## src/rtl/fifo_arb_pkg.sv

```systemverilog
// ----------------------------------------------------------------------------
// fifo_arb_pkg
//   Shared definitions for the round-robin FIFO write-port arbiter.
//   - arb_state_e : two-state arbiter encoding (ST_IDLE, ST_BURST)
//   - id_width()  : requester tag width, never less than one bit
// ----------------------------------------------------------------------------
package fifo_arb_pkg;

    typedef enum logic {
        ST_IDLE  = 1'b0,
        ST_BURST = 1'b1
    } arb_state_e;

    function automatic int id_width(input int num_req);
        return (num_req > 1) ? $clog2(num_req) : 1;
    endfunction

endpackage

```

## src/rtl/rr_priority_pick.sv

```systemverilog
// ----------------------------------------------------------------------------
// rr_priority_pick
//   Combinational rotating priority encoder. Searches req starting at
//   last+1 and wrapping modulo NUM_REQ, so the most recently granted
//   requester has the lowest priority.
// Ports
//   req      in   NUM_REQ    request vector
//   last     in   ID_WIDTH   index of the last granted requester
//   pick     out  ID_WIDTH   first requester found after last (0 if none)
//   any_req  out  1          at least one request bit set
// ----------------------------------------------------------------------------
module rr_priority_pick
    import fifo_arb_pkg::*;
#(
    parameter int NUM_REQ  = 4,
    parameter int ID_WIDTH = id_width(NUM_REQ)
) (
    input  logic [NUM_REQ-1:0]  req,
    input  logic [ID_WIDTH-1:0] last,
    output logic [ID_WIDTH-1:0] pick,
    output logic                any_req
);

    logic [ID_WIDTH-1:0] idx;

    // Walk the search order backwards so the closest match to last+1 is the
    // final assignment and therefore wins. The modulo keeps indices below
    // NUM_REQ even when NUM_REQ is not a power of two.
    always_comb begin
        pick = '0;
        idx  = '0;
        for (int i = NUM_REQ; i >= 1; i--) begin
            idx = ID_WIDTH'((int'(last) + i) % NUM_REQ);
            if (req[idx]) begin
                pick = idx;
            end
        end
    end

    assign any_req = |req;

endmodule

```

## src/rtl/fifo_wr_rr_arbiter.sv

```systemverilog
// ----------------------------------------------------------------------------
// fifo_wr_rr_arbiter
//   Shares one synchronous FIFO write port among NUM_REQ valid/ready
//   producers. A producer is granted for up to MAX_BURST beats; every word is
//   written as {grant_id, payload}. Each grant is followed by one IDLE
//   arbitration cycle. No write is issued while the FIFO reports full.
// Ports
//   clk             in   1                    clock
//   rst_n           in   1                    async active-low reset
//   req_valid_i     in   NUM_REQ              per-requester valid
//   req_data_i      in   NUM_REQ*DATA_WIDTH   payloads, req k at [k*DW +: DW]
//   req_ready_o     out  NUM_REQ              per-requester ready
//   fifo_full_i     in   1                    FIFO full flag
//   fifo_wr_en_o    out  1                    FIFO write enable
//   fifo_wr_data_o  out  ID_WIDTH+DATA_WIDTH  {grant_id, payload}
//   grant_valid_o   out  1                    high while a grant is active
//   grant_id_o      out  ID_WIDTH             current / last granted requester
//   burst_cnt_o     out  BCNT_WIDTH           beats accepted in this grant
// ----------------------------------------------------------------------------
module fifo_wr_rr_arbiter
    import fifo_arb_pkg::*;
#(
    parameter int NUM_REQ    = 4,
    parameter int DATA_WIDTH = 32,
    parameter int MAX_BURST  = 4,
    parameter int ID_WIDTH   = id_width(NUM_REQ),
    parameter int BCNT_WIDTH = $clog2(MAX_BURST + 1)
) (
    input  logic                           clk,
    input  logic                           rst_n,
    input  logic [NUM_REQ-1:0]             req_valid_i,
    input  logic [NUM_REQ*DATA_WIDTH-1:0]  req_data_i,
    output logic [NUM_REQ-1:0]             req_ready_o,
    input  logic                           fifo_full_i,
    output logic                           fifo_wr_en_o,
    output logic [ID_WIDTH+DATA_WIDTH-1:0] fifo_wr_data_o,
    output logic                           grant_valid_o,
    output logic [ID_WIDTH-1:0]            grant_id_o,
    output logic [BCNT_WIDTH-1:0]          burst_cnt_o
);

    arb_state_e              state, state_nxt;
    logic [ID_WIDTH-1:0]     last_grant, last_nxt, grant_nxt;
    logic [BCNT_WIDTH-1:0]   cnt_nxt;
    logic [ID_WIDTH-1:0]     pick;
    logic                    any_req;
    logic                    g_valid;
    logic [DATA_WIDTH-1:0]   g_data;

    rr_priority_pick #(
        .NUM_REQ  (NUM_REQ),
        .ID_WIDTH (ID_WIDTH)
    ) u_pick (
        .req     (req_valid_i),
        .last    (last_grant),
        .pick    (pick),
        .any_req (any_req)
    );

    // Constant-index mux of the granted requester's valid and payload.
    always_comb begin
        g_valid = 1'b0;
        g_data  = '0;
        for (int k = 0; k < NUM_REQ; k++) begin
            if (grant_id_o == ID_WIDTH'(k)) begin
                g_valid = req_valid_i[k];
                g_data  = req_data_i[k*DATA_WIDTH +: DATA_WIDTH];
            end
        end
    end

    assign fifo_wr_data_o = {grant_id_o, g_data};
    assign grant_valid_o  = (state == ST_BURST);

    always_comb begin
        state_nxt    = state;
        grant_nxt    = grant_id_o;
        last_nxt     = last_grant;
        cnt_nxt      = burst_cnt_o;
        req_ready_o  = '0;
        fifo_wr_en_o = 1'b0;
        case (state)
            ST_IDLE: begin
                if (any_req) begin
                    grant_nxt = pick;
                    last_nxt  = pick;
                    cnt_nxt   = '0;
                    state_nxt = ST_BURST;
                end
            end
            ST_BURST: begin
                for (int k = 0; k < NUM_REQ; k++) begin
                    req_ready_o[k] = (grant_id_o == ID_WIDTH'(k)) && !fifo_full_i;
                end
                fifo_wr_en_o = g_valid && !fifo_full_i;
                // A dropped valid forfeits the grant even while stalled on full;
                // a full FIFO with valid held simply freezes the burst.
                if (!g_valid) begin
                    state_nxt = ST_IDLE;
                end else if (!fifo_full_i) begin
                    cnt_nxt = burst_cnt_o + BCNT_WIDTH'(1);
                    if (burst_cnt_o == BCNT_WIDTH'(MAX_BURST - 1)) begin
                        state_nxt = ST_IDLE;
                    end
                end
            end
            default: state_nxt = ST_IDLE;
        endcase
    end

    // last_grant resets to the top index so requester 0 wins the first search.
    always_ff @(posedge clk or negedge rst_n) begin
        if (!rst_n) begin
            state       <= ST_IDLE;
            grant_id_o  <= '0;
            last_grant  <= ID_WIDTH'(NUM_REQ - 1);
            burst_cnt_o <= '0;
        end else begin
            state       <= state_nxt;
            grant_id_o  <= grant_nxt;
            last_grant  <= last_nxt;
            burst_cnt_o <= cnt_nxt;
        end
    end

endmodule

```

## config.mk

```make
export PLATFORM = sky130hd
export DESIGN_NAME = fifo_wr_rr_arbiter
export DESIGN_NICKNAME = d
export VERILOG_FILES = /design/src/rtl/fifo_arb_pkg.sv /design/src/rtl/rr_priority_pick.sv /design/src/rtl/fifo_wr_rr_arbiter.sv
export SDC_FILE = /design/constraint.sdc
export NUM_CORES = 1
export LEC_CHECK = 0
export ABC_CLOCK_PERIOD_IN_PS = 1600
export BUFFER_PORTS_ARGS = -buffer_cell sky130_fd_sc_hd__buf_4
export CAP_MARGIN = 20
export CORE_MARGIN = 1.5
export CORE_UTILIZATION = 29
export DETAILED_ROUTE_END_ITERATION = 6
export PLACE_DENSITY = 0.79
export SLEW_MARGIN = 10
export SYNTH_ARGS = -nofsm -noshare
export SYNTH_HDL_FRONTEND = slang
export SYNTH_SLANG_ARGS = --single-unit
```

## constraint.sdc

```tcl
create_clock -name clk -period 1.6 [get_ports clk]
set_input_delay 0.4 -clock clk [delete_from_list [all_inputs] [get_ports clk]]
set_output_delay 0.4 -clock clk [all_outputs]
set_load 0.005 [all_outputs]
```

* Word level (Yosys, flattened, before mapping) *
Index checks and enable logic that the tools add are counted.

storage, ports and cells
  flip-flop bits (word level) = 8
  bits in latches = 0
  memory bits (writable) = 0
  ROM bits = 0
  output and inout port bits = 45
  word-level logic and storage cells = 62
  memories kept = 0

cells by class
  add/subtract/negate cells = 5
  $mul = 0
  div/mod/pow operators = 0
  $lt $le $gt $ge = 4
  eq/ne operators = 7
  shift-type cells = 0
  mux-type cells = 31
  bitwise operators = 1
  reductions and logical operators = 10

operators by type and width
  operator                                                number
  2-to-1 mux 32 bit                                       4
  2-to-1 mux 1 bit                                        13
  < comparator 2 x 3 -> 1 bit (second input constant)     4
  2-to-1 mux 3 bit                                        3
  binary-select mux 1 bit (select 2 bit)                  4
  2-to-1 mux 2 bit                                        4
  case mux 3 bit (2 select lines)                         1
  logical AND 1 bit                                       5
  adder 2 x 1 -> 2 bit (second input constant)            2
  adder 2 bit (second input constant)                     2
  equality test 2 bit (second input constant)             2
  2-to-1 mux 4 bit                                        1
  inequality test 2 bit (second input constant)           2
  OR reduction 4 bit                                      1
  adder 3 x 1 -> 3 bit (second input constant)            1
  equality test 3 x 2 -> 1 bit (second input constant)    1
  AND reduction 3 bit                                     1
  equality test 2 x 1 -> 1 bit (second input constant)    1
  logical NOT 2 bit                                       1
  inequality test 2 x 1 -> 1 bit (second input constant)  1
  case mux 1 bit (2 select lines)                         1
  AND reduction 2 bit                                     1
  logical NOT 1 bit                                       1
  inverter 1 bit                                          1

* Longest topological paths before layout *
  depth in word-level cells = 7
  depth in mapped cells = 5

* By module *
From an unflattened synthesis, not the netlist that was laid out.

unflattened totals
  cell total of the unflattened synthesis = 99
  area total of the unflattened synthesis = 1,307.5 um^2

modules (own cells, without submodules)
  module              instances  cells an instance  area an instance (um^2)
  fifo_wr_rr_arbiter  1          85                 1,216.2
  rr_priority_pick    1          14                 91.3

* Worst setup path before layout *
No wires, ideal clock.

  path kind = register to output
  start = reg grant_id_o[0]
  end = out fifo_wr_data_o[5]
  data arrival time = 1.288 ns
  required time = 1.200 ns
  slack = -0.088 ns
  cell stages (with the launch flop) = 4
  cell sequence = dfrtp_1 buf_6 buf_4 mux4_2

on the way
  cells in the longest elaborated chain, start to end = 5

RTL lines
  item                             line                       text
  start, declared                  fifo_wr_rr_arbiter.sv:38   output logic [ID_WIDTH-1:0] grant_id_o,
  start signal, assigned           fifo_wr_rr_arbiter.sv:120  grant_id_o <= grant_nxt;
  logical NOT 2 bit                fifo_wr_rr_arbiter.sv:65   if (grant_id_o == ID_WIDTH'(k)) begin
  2-to-1 mux 32 bit (3 in series)  fifo_wr_rr_arbiter.sv:65
  2-to-1 mux 32 bit (*)            fifo_wr_rr_arbiter.sv:65
  end, declared                    fifo_wr_rr_arbiter.sv:36   output logic [ID_WIDTH+DATA_WIDTH-1:0] fifo_wr_data_o,

Mark *: on every way between the ends. The rest lies on a longest branch, timed or not.

* Final worst setup path *
  start = reg grant_id_o[0]
  end = out fifo_wr_data_o[0]

Same word-level chain as after synthesis.

==> results.yml <==
run_status:
  status: "finished, violations left"
  violations: "setup timing"
clock_tree:
  tritoncts: "done"
  h-tree-depth: 1
  cts_sinks: 8
  clockBufferDepth: 2
  cts_buffers: 3
  clkSlewWorstSetupHoldPaths_ps: 40
  cts_root_buf: "clkbuf_8"
  clk_latency_ps: 230
timing:
  fin_skew_ps: 2.06
  slew_violations: 0
  setup_violations: 40
  timing.final.hold_violations: 0
  worstMarginPinSlew_ps: 274
  max_freq_mhz: 505
  period_minus_slack_ps: 1980
  slew_headroom_pct: 81.6
  rsz0062_at_grt: "yes"
  timing.final.crit_share_pct: 124
  final.setup.worst_slack_ps: -382
routing:
  vias: 1798
  viasPerCell: 5.18
  wire_per_inst_um: 18.8
  drc: 0
  drt_iter0_drc: 70
  ant_nets: 0
  first_pass_iters: 4
  wirelength_mm: 6.53
setup_path:
  timing.rr.start: "grant_id_o[0]$_DFFE_PN0P_"
  startpoint: "grant_id_o[0]$_DFFE_PN0P_"
  crit_slowest_cell: "mux4_2"
  max_stage_delay_ps: 520
  cp-start-kind: "flip-flop"
  required_ps: 1200
  critPathCaptureType: "output port"
  critPathBufInv: 3
  cp_top_family: "multiplexers"
  crit_fanout: 5
  arrival_ps: 1580
  crit_chain: "buf_12, clkbuf_16, mux4_2, buf_6"
  path_class: "flip-flop to output port"
yosys:
  yosysWarnings: 0
  synth-seq-cells: 8
  synthTopCellsByCount: "mux4_2, o21ai_0, dfrtp_1"
  syn-num-nets: 236
  ys_seq_area_share_pct: 15.2
  synth_ff_type: "dfrtp_1"
  synth-edff-count: 0
  avgSynthCellArea_um2: 13.5
  netlist_area_um2: 1340
  netlist_top_cells_area: "mux4_2, dfrtp_1, o21ai_0"
  async_flop_share_pct: 100
  netlist.area_leader.share_pct: 55.6
  synth_most_common_cell: "mux4_2"
  syn_inst: 99
  synth_top_cell_by_area: "mux4_2"
  synth_cell_types: 28
global_route:
  grt-ovfl-total: 0
  grt_pass1_vias: 1865
  grtUsageTotal_pct: 24.0
  antenna_found_initial: 0
  grt_first_pass_wirelength_mm: 9.35
  grt_max_degree: 15
floorplanning:
  die_h_um: 70.9
  die-area_um2: 5030
  die_x_um: 70.9
  std_cell_rows: 24
  initial_core_util_pct: 30.5
  pin_count: 180
  core_area_um2: 4380
placed_design:
  place_area_um2: 2800
  gp_congestion: 0.846
  dp_hpwl_mm: 5.35
  place_inst: 335
  portBuffers: 179
worst_hold_path:
  worstHoldPathType: "input port to asynchronous set/reset pin"
power_and_ir_drop:
  p_leak_nw: 1.49
  powerDensity_nw_per_um2: 1380
  ir_drop_uv: 1150
layout:
  fillers: 320
  fin_area_um2: 3100
  nets: 433
  syn_to_final_growth_pct: 132
  drive_gt1_share_pct: 85.1
  layoutNonFillerInstCount: 347
  n_antenna_cell: 0
run:
  cap_violations: 0
-- sequential cells by signal, summed over array words and instances, names as in the netlist --
| register | cells |
|---|---|
| grant_valid_o | 1 |
| last_grant | 2 |
| grant_id_o | 2 |
| burst_cnt_o | 3 |
-- what timing repair did --
item | 4_1_cts | 5_1_grt
setup endpoints to repair | 34 | 42
hold buffers | 1 | 0
setup buffers | 5 | 0
gates cloned | 1 | 2
resized for setup | 26 | 6
endpoints found under the hold margin | 6 | 0
pin swaps | 1 | 0
-- per-stage QoR --
stage / util, % / setup slack, ps / power, W / hold WS (ps) / TNS, ps
final: 70.7 / -382 / 0.00428 / 525 / -11630
after CTS: 69.1 / -358 / 0.00414 / 526 / -11420
after detailed placement: 63.9 / -158 / 0.00339 / 224 / -3960
after floorplan: - / -64.4 / 0.00210 / 104 / -1560
after global placement: 63.9 / -153 / 0.00334 / 224 / -3760
after global routing: 70.7 / -414 / 0.00454 / 531 / -13500
-- area by class of cell --
| class | instances | area, um2 | share of cell area, % |
|---|---|---|---|
| clock buffers | 4 | 45.0 | 1.45 |
| repair buffers | 203 | 1700 | 54.7 |
| flip-flops and latches | 8 | 204 | 6.58 |
| well taps | 52 | 65.1 | 2.10 |
| inverters | 4 | 15.0 | 0.484 |
| multi-input cells | 76 | 1070 | 34.7 |
-- kinds of logic after synthesis --
family	after synthesis	synth area share (%)
muxes	35	57.2
adders and majority gates	2	1.87
buffers and inverters	15	7.11
DFF	8	15.2
and+or+nand+nor	17	8.79
AOI/OAI and AO/OA	22	9.92
-- worst paths after layout --
check	end	slack, ps	cells past startpoint
max	fifo_wr_data_o[0]	-380	4
min	burst_cnt_o[1]$_DFFE_PN0P_	530	2
max reg2reg	burst_cnt_o[0]$_DFFE_PN0P_	-20	5
min reg2reg	last_grant[1]$_DFFE_PN1P_	540	2
max in group asynchronous	last_grant[1]$_DFFE_PN1P_	860	2
min in group clk	last_grant[1]$_DFFE_PN1P_	540	2
-- where the power goes --
group          switching (W)  internal (W)  total, W
Combinational        0.00125       0.00235   0.00361
Clock              0.0000826      0.000173  0.000256
Sequential          0.000115      0.000308  0.000422
-- layer usage --
metal  GRT usage (%)  vias to the layer above  wire [um]
met5               0                        -          0
met4            4.61                        0        116
met3            4.42                       12        485
met2            46.4                      100       3720
met1            27.5                      865       2210
li1                -                      821          -
-- layout by cell type, fill, tap and decap left out, types with 2 or more instances in the layout --
cell       netlist  routed
buf_12           0       2
inv_1            4       4
o221a_2          2       2
clkbuf_16        0       2
dfrtp_1          6       5
o21ai_1          3       3
o21ai_0         12      12
buf_4            3     173
and3_1           4       4
nor2b_1          2       2
ha_1             2       2
nand2b_1         3       3
dfstp_2          2       2
mux4_2          33      33
clkbuf_8         0       3
buf_6            3      24
No activity file was read; power rests on OpenSTA's default activity.
